File: src/rtl/bht_pkg.sv
// -----------------------------------------------------------------------------
// bht_pkg -- shared types and constants for the branch history table controller.
//
// Contents:
//   bht_state_e : controller FSM states (INIT, IDLE, PRED_RSP, UPD_WR)
//   grant_e     : round-robin grant owner (PRED, UPD)
//   CTR_*       : 2-bit saturating counter encodings
// -----------------------------------------------------------------------------
package bht_pkg;

  typedef enum logic [1:0] {
    INIT     = 2'd0,
    IDLE     = 2'd1,
    PRED_RSP = 2'd2,
    UPD_WR   = 2'd3
  } bht_state_e;

  typedef enum logic {
    PRED = 1'b0,
    UPD  = 1'b1
  } grant_e;

  // Counter encoding; the prediction is bit 1.
  localparam logic [1:0] CTR_SNT = 2'b00;  // strong not-taken
  localparam logic [1:0] CTR_WNT = 2'b01;  // weak not-taken
  localparam logic [1:0] CTR_WT  = 2'b10;  // weak taken
  localparam logic [1:0] CTR_ST  = 2'b11;  // strong taken

endpackage

File: src/rtl/bht_sat_counter.sv
// -----------------------------------------------------------------------------
// bht_sat_counter -- combinational 2-bit saturating counter next-state.
//
// Ports:
//   state_i : current counter value
//   taken_i : resolved direction (1 = count up, 0 = count down)
//   next_o  : saturated next counter value
// -----------------------------------------------------------------------------
module bht_sat_counter
  import bht_pkg::*;
(
  input  logic [1:0] state_i,
  input  logic       taken_i,
  output logic [1:0] next_o
);

  always_comb begin
    if (taken_i) begin
      next_o = (state_i == CTR_ST) ? CTR_ST : state_i + 2'd1;
    end else begin
      next_o = (state_i == CTR_SNT) ? CTR_SNT : state_i - 2'd1;
    end
  end

endmodule

File: src/rtl/bht_ctrl.sv
// -----------------------------------------------------------------------------
// bht_ctrl -- controller/arbiter for the single-port 2-bit branch history table.
//
// Shares one table port between the fetch-side lookup and the resolve-side
// update, performing the update as a read followed by a write of the
// saturated counter. Requests are fully serialized (one accept every two
// cycles at most), so a lookup after an update always sees the new value.
//
// Configuration macro:
//   BHT_CTRL_INIT_EN : when defined, reset enters a sweep that writes
//                      INIT_STATE to every entry before init_done rises.
//                      When undefined, reset goes straight to IDLE and
//                      init_done rises on the first clock after release.
//
// Ports:
//   clk, rst        : clock, asynchronous active-high reset
//   pred_valid/addr : lookup request;        pred_ready accepts it
//   pred_rsp_valid  : one-cycle response pulse with pred_taken / pred_state
//   upd_valid/addr/taken : update request;   upd_ready accepts it
//   mem_addr/wr/wdata    : table port; mem_rdata valid one cycle after a read
//   init_done       : table usable (registered)
// -----------------------------------------------------------------------------
module bht_ctrl
  import bht_pkg::*;
#(
  parameter int         ADDR_W     = 10,
  parameter logic [1:0] INIT_STATE = CTR_SNT
) (
  input  logic              clk,
  input  logic              rst,
  input  logic              pred_valid,
  input  logic [ADDR_W-1:0] pred_addr,
  output logic              pred_ready,
  output logic              pred_rsp_valid,
  output logic              pred_taken,
  output logic [1:0]        pred_state,
  input  logic              upd_valid,
  input  logic [ADDR_W-1:0] upd_addr,
  input  logic              upd_taken,
  output logic              upd_ready,
  output logic [ADDR_W-1:0] mem_addr,
  output logic              mem_wr,
  output logic [1:0]        mem_wdata,
  input  logic [1:0]        mem_rdata,
  output logic              init_done
);

`ifdef BHT_CTRL_INIT_EN
  localparam bht_state_e RESET_STATE = INIT;
`else
  localparam bht_state_e RESET_STATE = IDLE;
`endif

  bht_state_e        state_q, state_d;
  grant_e            last_grant_q, last_grant_d;
  logic [ADDR_W-1:0] upd_addr_q, upd_addr_d;
  logic              upd_taken_q, upd_taken_d;
  logic              init_done_q, init_done_d;
  logic              grant_upd;
  logic [1:0]        sat_next;

`ifdef BHT_CTRL_INIT_EN
  logic [ADDR_W-1:0] init_idx_q, init_idx_d;
`else
  // INIT_STATE has no role without the sweep.
  logic unused_init_state;
  assign unused_init_state = ^INIT_STATE;
`endif

  bht_sat_counter u_sat (
    .state_i (mem_rdata),
    .taken_i (upd_taken_q),
    .next_o  (sat_next)
  );

  // NOTE: sequential state uses non-blocking assignments only, so every
  // register samples the pre-edge value of every other register.
  always_ff @(posedge clk or posedge rst) begin
    if (rst) begin
      state_q      <= RESET_STATE;
      last_grant_q <= PRED;
      upd_addr_q   <= '0;
      upd_taken_q  <= 1'b0;
      init_done_q  <= 1'b0;
`ifdef BHT_CTRL_INIT_EN
      init_idx_q   <= '0;
`endif
    end else begin
      state_q      <= state_d;
      last_grant_q <= last_grant_d;
      upd_addr_q   <= upd_addr_d;
      upd_taken_q  <= upd_taken_d;
      init_done_q  <= init_done_d;
`ifdef BHT_CTRL_INIT_EN
      init_idx_q   <= init_idx_d;
`endif
    end
  end

  always_comb begin
    // NOTE: every signal written here gets a default first; a path that
    // skipped an assignment would otherwise infer a latch.
    state_d        = state_q;
    last_grant_d   = last_grant_q;
    upd_addr_d     = upd_addr_q;
    upd_taken_d    = upd_taken_q;
`ifdef BHT_CTRL_INIT_EN
    init_idx_d     = init_idx_q;
    init_done_d    = init_done_q;
`else
    init_done_d    = 1'b1;
`endif
    grant_upd      = 1'b0;
    pred_ready     = 1'b0;
    upd_ready      = 1'b0;
    pred_rsp_valid = 1'b0;
    pred_taken     = 1'b0;
    pred_state     = CTR_SNT;
    mem_addr       = '0;
    mem_wr         = 1'b0;
    mem_wdata      = CTR_SNT;

    unique case (state_q)
`ifdef BHT_CTRL_INIT_EN
      INIT: begin
        mem_wr     = 1'b1;
        mem_addr   = init_idx_q;
        mem_wdata  = INIT_STATE;
        init_idx_d = init_idx_q + ADDR_W'(1);
        if (init_idx_q == '1) begin
          state_d     = IDLE;
          init_done_d = 1'b1;
        end
      end
`endif
      IDLE: begin
        // On a tie the requester that did not win last time is granted.
        grant_upd = upd_valid && (!pred_valid || last_grant_q == PRED);
        if (grant_upd) begin
          upd_ready    = 1'b1;
          mem_addr     = upd_addr;
          upd_addr_d   = upd_addr;
          upd_taken_d  = upd_taken;
          last_grant_d = UPD;
          state_d      = UPD_WR;
        end else if (pred_valid) begin
          pred_ready   = 1'b1;
          mem_addr     = pred_addr;
          last_grant_d = PRED;
          state_d      = PRED_RSP;
        end
      end
      PRED_RSP: begin
        pred_rsp_valid = 1'b1;
        pred_state     = mem_rdata;
        pred_taken     = mem_rdata[1];
        state_d        = IDLE;
      end
      UPD_WR: begin
        mem_wr    = 1'b1;
        mem_addr  = upd_addr_q;
        mem_wdata = sat_next;
        state_d   = IDLE;
      end
      default: state_d = RESET_STATE;
    endcase

    // The state register already holds its reset value while rst is high,
    // but the outputs decoded from it (sweep write, IDLE readies) must stay
    // quiet until release, and a write in flight must drop immediately.
    if (rst) begin
      pred_ready     = 1'b0;
      upd_ready      = 1'b0;
      pred_rsp_valid = 1'b0;
      pred_taken     = 1'b0;
      pred_state     = CTR_SNT;
      mem_addr       = '0;
      mem_wr         = 1'b0;
      mem_wdata      = CTR_SNT;
    end
  end

  assign init_done = init_done_q;

endmodule

File: config.mk
export PLATFORM = sky130hd
export DESIGN_NAME = bht_ctrl
export DESIGN_NICKNAME = d
export VERILOG_FILES = /design/src/rtl/bht_pkg.sv /design/src/rtl/bht_sat_counter.sv /design/src/rtl/bht_ctrl.sv
export SDC_FILE = /design/constraint.sdc
export NUM_CORES = 1
export LEC_CHECK = 0
export CORE_MARGIN = 5
export CORE_UTILIZATION = 38
export CTS_CLUSTER_SIZE = 28
export DETAILED_ROUTE_END_ITERATION = 12
export PLACE_DENSITY = 0.88
export SLEW_MARGIN = 20
export SYNTH_ARGS = -nofsm -noshare
export SYNTH_HDL_FRONTEND = slang
export SYNTH_HIERARCHICAL = 1
export SYNTH_SLANG_ARGS = --single-unit
File: constraint.sdc
create_clock -name clk -period 1.74 [get_ports clk]
set_clock_uncertainty 0.05 [all_clocks]
set_input_delay 0.348 -clock clk [delete_from_list [all_inputs] [get_ports clk]]
set_output_delay 0.348 -clock clk [all_outputs]
set_load 0.01 [all_outputs]
==> results.sh, run 1 <==
export IMPL_cts_root_buffer="clkbuf_4"
export IMPL_ys_top_cells_by_area="dfrtp_1, a32oi_1, a21bo_2"
export IMPL_rrSetupSlack_ns=0.12
export IMPL_first_pass_iters=4
export IMPL_die_w_um=58.4
export IMPL_reg2reg_to="upd_addr_q[6]"
export IMPL_path_depth=5
export IMPL_p_int_mw=1.29
export IMPL_ios=47
export IMPL_antenna_cells=0
export IMPL_synth_distinct_cells=27
export IMPL_vias=1038
export IMPL_antenna_found_initial=0
export IMPL_cts_tree="built"
export IMPL_syn_area_sq_um=888
export IMPL_n_fill_cell=164
export IMPL_switching_share_pct=38.6
export IMPL_crit_arrival_ns=1.69
export IMPL_worstHoldPathType="input port to async pin"
export IMPL_grt_max_degree=16
export IMPL_final_nets=185
export IMPL_grt_pass1_vias=1105
export IMPL_fin_crit_ns=2.09
export IMPL_cts_path_max_buffers=2
export IMPL_postCtsHoldBufs=0
export IMPL_crit_buf_inv=2
export IMPL_synth_seq_cells=15
export IMPL_power_frac_comb_pct=59.9
export IMPL_endpoint_kind="primary output"
export IMPL_finalMaxSlewViolations=0
export IMPL_reg2reg_from="state_q[0]"
export IMPL_h_tree_depth=1
export IMPL_via_per_inst=5.61
export IMPL_io_buffers=46
export IMPL_synth_top_area_cell="dfrtp_1"
export IMPL_multiInputGateArea_sq_um=603
export IMPL_setup_viol=17
export IMPL_power_density_nw_per_um2=1260
export IMPL_switchingPower_uw=814
export IMPL_start_kind="flip-flop"
export IMPL_fmaxAchievable_mhz=478
export IMPL_clock_sinks=15
export IMPL_clock_power_share_pct=10.0
export IMPL_final_util_pct=75.4
export IMPL_path_class="flip-flop to primary output"
export IMPL_die_area_sq_um=3400
export IMPL_area_growth_pct=87.7
export IMPL_cp_cell_sequence="buf_6 > and3b_2 > a32oi_1 > a21oi_1 > buf_2"
export IMPL_worst_slack_ns=-0.351
export IMPL_grt_overflow_total=0
export IMPL_ant_nets=0
export IMPL_ys_warn_count=6
export IMPL_core_area_sq_um=2210
export IMPL_dp_slack_ns=-0.733
export IMPL_grt_util_all_layers_pct=18.5
export IMPL_row_count=17
export IMPL_clk_pin_slew_worst_paths_ns=0.10
export IMPL_cp_required_ns=1.34
export IMPL_violations="setup timing"
export IMPL_ys_seq_area_share_pct=42.4
export IMPL_first_iter_violations=23
export IMPL_drive_gt1_share_pct=54.8
export IMPL_synth_fp_nets=117
export IMPL_numCtsBuffers=3
export IMPL_hpwl_um=2040
export IMPL_leakage_nw=0.772
export IMPL_total_power_mw=2.11
export IMPL_synth_top_area_share_pct=39.4
export IMPL_routedWlPerCell_um=18.2
export IMPL_cap_violations=0
export IMPL_clkLatencyLatePin_ns=0.29
export IMPL_ir_drop_mv=0.782
export IMPL_fin_setup_tns_ns=-3.76
export IMPL_power_share_sequential_pct=30.1
export IMPL_cp_max_fo=6
export IMPL_critical_path_top_delay_family="flip-flops"
export IMPL_avgSynthCellArea_sq_um=9.87
export IMPL_hold_viol=0
export IMPL_r2r_cells=5
export IMPL_rsz0062_at_grt="true"
export IMPL_cpMaxStageDelayCell="dfstp_2"
export IMPL_die_h_um=58.4
export IMPL_ff_latch_area_sq_um=377
export IMPL_grt_pass1_wl_um=4930
export IMPL_place_gp_congestion=0.817
export IMPL_start_util_pct=40.2
export IMPL_wirelength_um=3370
export IMPL_postSynthCellCount=90
export IMPL_slowest_delay_ns=0.59
export IMPL_min_period_over_period_pct=120
export IMPL_status="complete, but fails checks"
export IMPL_drc=0
[per-stage QoR]
stage | hold slack, ns | instances | cell area (sq um)
6_report | 0.383 | 185 | 1670
5_1_grt | 0.402 | 185 | 1670
4_1_cts | 0.290 | 181 | 1550
3_5_place_dp | 0.428 | 170 | 1470
3_3_place_gp | 0.423 | 170 | 1470
2_1_floorplan | 0.207 | 90 | 888
[layer usage]
metal / track usage [%] / vias up / share of wire, %
li1: - / 470 / -
met1: 22.1 / 499 / 38
met2: 31.7 / 63 / 52
met3: 4.82 / 6 / 8.8
met4: 6.95 / 0 / 1.7
met5: 0 / - / 0
[cell usage in the layout (no fill, tap or decap), drive strengths merged, types with 4 or more instances in the layout]
| master | n |
|---|---|
| a32oi | 10 |
| clkdlybuf4s50 | 24 |
| buf | 41 |
| nor2 | 4 |
| a21bo | 6 |
| clkbuf | 4 |
| nand2 | 5 |
| nand3 | 10 |
| mux2 | 5 |
| a21oi | 11 |
| dfrtp | 14 |
[synth_stat cells]
| cell type | number |
|---|---|
| buf_2 | 2 |
| clkbuf_1 | 3 |
| mux2_4 | 3 |
| buf_1 | 1 |
| conb_1 | 1 |
| nand2b_1 | 1 |
| nor2b_1 | 1 |
| a21oi_1 | 11 |
| dfrtp_1 | 14 |
| nand3_1 | 10 |
| and3b_1 | 1 |
| and3b_2 | 1 |
| buf_6 | 1 |
| inv_1 | 3 |
| o211a_1 | 1 |
| nand2_2 | 1 |
| dfstp_2 | 1 |
| and2_1 | 3 |
| buf_4 | 1 |
| maj3_2 | 2 |
| and3_1 | 2 |
| mux2_2 | 2 |
| a21bo_2 | 6 |
| a32oi_1 | 10 |
| nor3_1 | 1 |
| nor2_1 | 4 |
| nand2_1 | 3 |
[power groups by stage]
stage | Clock [mW] | Combinational (mW) | Sequential [mW]
after CTS | 0.205 | 1.10 | 0.606
after floorplan | 0 | 0.550 | 0.589
after global routing | 0.223 | 1.34 | 0.642
final | 0.211 | 1.26 | 0.633
after detailed placement | 0 | 1.01 | 0.610
after global placement | 0 | 0.992 | 0.604
[worst max-delay path by stage]
stage                             end  slack, ns        from
final                     mem_addr[9]      -0.35  state_q[0]
after global routing      mem_addr[9]      -0.40  state_q[0]
after CTS                 mem_addr[1]      -0.30  state_q[0]
after detailed placement  mem_addr[8]      -0.73   upd_valid
after global placement    mem_addr[1]      -0.71  pred_valid
after floorplan           mem_addr[6]       0.06  state_q[0]
[area by class of cell]
type / instances / share of cell area [%]
tap: 28 / 2.10
sequential: 15 / 22.6
inverter: 3 / 0.825
clock buffer: 3 / 1.35
multi-input combinational: 66 / 36.2
timing repair buffer: 69 / 36.7
clock inverter: 1 / 0.300
[worst min-delay path, cell delays in order]
cell and delay (ns):
dlygate4sd2_1 0.29, inv_2 0.19, buf_4 0.28
[cells by family (layout without fill, tap and decap cells)]
| group | count (synthesis) | after routing | synth area share [%] |
|---|---|---|---|
| fa+ha+maj | 2 | 2 | 2.54 |
| flops | 15 | 15 | 42.4 |
| buf+inv | 11 | 76 | 6.20 |
| mux | 5 | 5 | 7.61 |
| other cells | 1 | 1 | 0.422 |
| simple gates | 28 | 30 | 16.9 |
| compound gates | 28 | 28 | 23.9 |
[timing repair]
action | CTS | global route
gates cloned | 1 | 1
resized for setup | 95 | 26
setup buffers | 7 | 3
endpoints found under the setup margin | 19 | 19
pin swaps | 17 | 12
[registers in the layout (all words and copies together) (netlist names)]
signal        count
upd_addr_q       10
state_q           2
init_done         1
last_grant_q      1
upd_taken_q       1
No activity file was read; power rests on OpenSTA's default activity.
==> run 2: changes to the inputs <==
--- a/config.mk
+++ b/config.mk
@@ -6,10 +6,11 @@
 export NUM_CORES = 1
 export LEC_CHECK = 0
 export CORE_MARGIN = 5
-export CORE_UTILIZATION = 38
+export CORE_UTILIZATION = 40
+export CTS_BUF_LIST = sky130_fd_sc_hd__clkbuf_2 sky130_fd_sc_hd__clkbuf_4 sky130_fd_sc_hd__clkbuf_8
 export CTS_CLUSTER_SIZE = 28
 export DETAILED_ROUTE_END_ITERATION = 12
-export PLACE_DENSITY = 0.88
+export PLACE_DENSITY = 0.91
 export SLEW_MARGIN = 20
 export SYNTH_ARGS = -nofsm -noshare
 export SYNTH_HDL_FRONTEND = slang
==> results.sh, run 2 (same netlist as run 1, synthesis figures left out) <==
export IMPL_h_tree_depth=1
export IMPL_switchingPower_uw=945
export IMPL_clock_power_share_pct=8.9
export IMPL_violations="setup timing"
export IMPL_row_count=17
export IMPL_cts_root_buffer="clkbuf_4"
export IMPL_ant_nets=0
export IMPL_vias=1159
export IMPL_min_period_over_period_pct=122
export IMPL_die_w_um=57.1
export IMPL_setup_viol=19
export IMPL_final_area_sq_um=1790
export IMPL_hold_viol=0
export IMPL_cpMaxStageDelayCell="dfstp_2"
export IMPL_core_area_sq_um=2170
export IMPL_routedWlPerCell_um=22.8
export IMPL_leakage_nw=0.819
export IMPL_cts_path_max_buffers=2
export IMPL_io_buffers=46
export IMPL_dr_max_layer_used="met4"
export IMPL_worst_slack_ns=-0.387
export IMPL_clkLatencyLatePin_ns=0.29
export IMPL_cp_cell_sequence="and3b_2 > buf_4 > a32oi_2 > a21oi_2 > buf_2"
export IMPL_path_class="flip-flop to primary output"
export IMPL_route_met3_wl_um=444
export IMPL_reg2reg_from="state_q[0]"
export IMPL_largest_reg_flops=10
export IMPL_largestRegisters="upd_addr_q (10), state_q (2)"
export IMPL_slowest_delay_ns=0.57
export IMPL_multiInputGateArea_sq_um=659
export IMPL_cp_required_ns=1.34
export IMPL_met2_length_um=2180
export IMPL_cap_violations=0
export IMPL_grt_pass1_wl_um=5560
export IMPL_grt_max_degree=16
export IMPL_worstHoldPathType="input port to async pin"
export IMPL_first_iter_violations=48
export IMPL_fmaxAchievable_mhz=470
export IMPL_p_int_mw=1.36
export IMPL_drc=0
export IMPL_dpl_instance_area_sq_um=1500
export IMPL_hpwl_um=2260
export IMPL_top_register="upd_addr_q"
export IMPL_crit_arrival_ns=1.73
export IMPL_numCtsBuffers=3
export IMPL_grt_overflow_total=0
export IMPL_most_common_layout_cells="clkdlybuf4s50_1, buf_4, buf_6"
export IMPL_ff_latch_area_sq_um=377
export IMPL_grt_util_all_layers_pct=21.5
export IMPL_layout_commonest_cell="clkdlybuf4s50_1"
export IMPL_start_util_pct=40.9
export IMPL_via_per_inst=6.04
export IMPL_power_frac_comb_pct=62.9
export IMPL_start_kind="flip-flop"
export IMPL_wirelength_um=4370
export IMPL_status="complete, but fails checks"
export IMPL_place_gp_congestion=0.822
export IMPL_drive_gt1_share_pct=64.0
export IMPL_ios=47
export IMPL_ir_drop_mv=1.00
export IMPL_grt_pass1_vias=1104
export IMPL_wl_met1_um=1630
export IMPL_clock_sinks=15
export IMPL_power_share_sequential_pct=28.2
export IMPL_postCtsHoldBufs=0
export IMPL_r2r_cells=5
export IMPL_startpoint="state_q[0]"
export IMPL_antenna_found_initial=0
export IMPL_fin_crit_ns=2.13
export IMPL_setup_worst_path_end="mem_addr[8]"
export IMPL_rrSetupSlack_ns=0.05
export IMPL_die_area_sq_um=3260
export IMPL_finalMaxSlewViolations=0
export IMPL_fin_hold_ws_ns=0.316
export IMPL_rsz0062_at_grt="true"
export IMPL_reg2reg_to="upd_addr_q[6]"
export IMPL_cp_max_fo=5
export IMPL_switching_share_pct=41.0
export IMPL_power_density_nw_per_um2=1280
export IMPL_area_growth_pct=102
export IMPL_die_h_um=57.1
export IMPL_final_nets=192
export IMPL_clk_pin_slew_worst_paths_ns=0.09
export IMPL_first_pass_iters=4
export IMPL_endpoint_kind="primary output"
export IMPL_cts_tree="built"
export IMPL_antenna_cells=0
export IMPL_n_fill_cell=98
## run 2: changes by cell type in the layout (fill, tap and decap cells not counted), sizes merged
cell / change
dlygate4sd2: +1
clkbuf: -1
clkdlybuf4s50: -1
nand2: -1
buf: +10
and3b: -1
## run 2: power by group through the flow
stage	logic (mW)	registers, mW	clock network, mW
floorplan	0.550	0.589	0
global placement	0.999	0.591	0
detailed placement	1.03	0.605	0
CTS	1.15	0.610	0.201
global route	1.50	0.662	0.214
finish	1.45	0.649	0.205
## run 2: metrics by stage
step                utilization, %  cells  power, mW  setup slack [ns]  setup TNS, ns
finish                        82.7    192       2.31            -0.387          -4.62
global route                  82.7    192       2.38            -0.428          -5.48
CTS                           75.1    186       1.96            -0.285          -3.54
detailed placement            69.0    177       1.64            -0.718         -12.57
global placement              69.0    177       1.59            -0.648         -11.68
floorplan                        -     90       1.14            0.0648              0
## run 2: layer usage
layer / vias to the layer above / GRT usage [%]
li1: 481 / -
met1: 565 / 24.8
met2: 96 / 39.5
met3: 17 / 4.75
met4: 0 / 6.29
met5: - / 0
## run 2: worst min-delay path by stage
| stage | startpoint | endpoint | cells after the start |
|---|---|---|---|
| floorplan | rst | init_done | 1 |
| CTS | rst | upd_addr_q[9] | 3 |
| global placement | upd_addr_q[4] | upd_addr_q[4] | 1 |
| detailed placement | upd_addr_q[5] | upd_addr_q[5] | 1 |
| finish | rst | upd_addr_q[9] | 3 |
| global route | rst | upd_taken_q | 3 |
## run 2: area by class of cell
type                       count  share of cell area (%)
timing repair buffer          78                    38.1
multi-input combinational     64                    36.8
sequential                    15                    21.0
tap                           28                    1.95
clock buffer                   3                    1.26
inverter                       3                   0.628
clock inverter                 1                   0.279
## run 2: timing repair
action | CTS | global route
pin swaps | 23 | 20
setup endpoints to repair | 19 | 19
setup buffers | 5 | 6
endpoints found under the hold margin | 0 | 0
resized for setup | 106 | 35
gates cloned | 0 | 0
## run 2: worst max-delay path: cells and delay by family, from the launching register on
kind	cells	cell delay (ns)
AO/OA/AOI/OAI	2	0.28
flip-flops	1	0.57
AND/OR/NAND/NOR	1	0.28
buffers and inverters	2	0.30
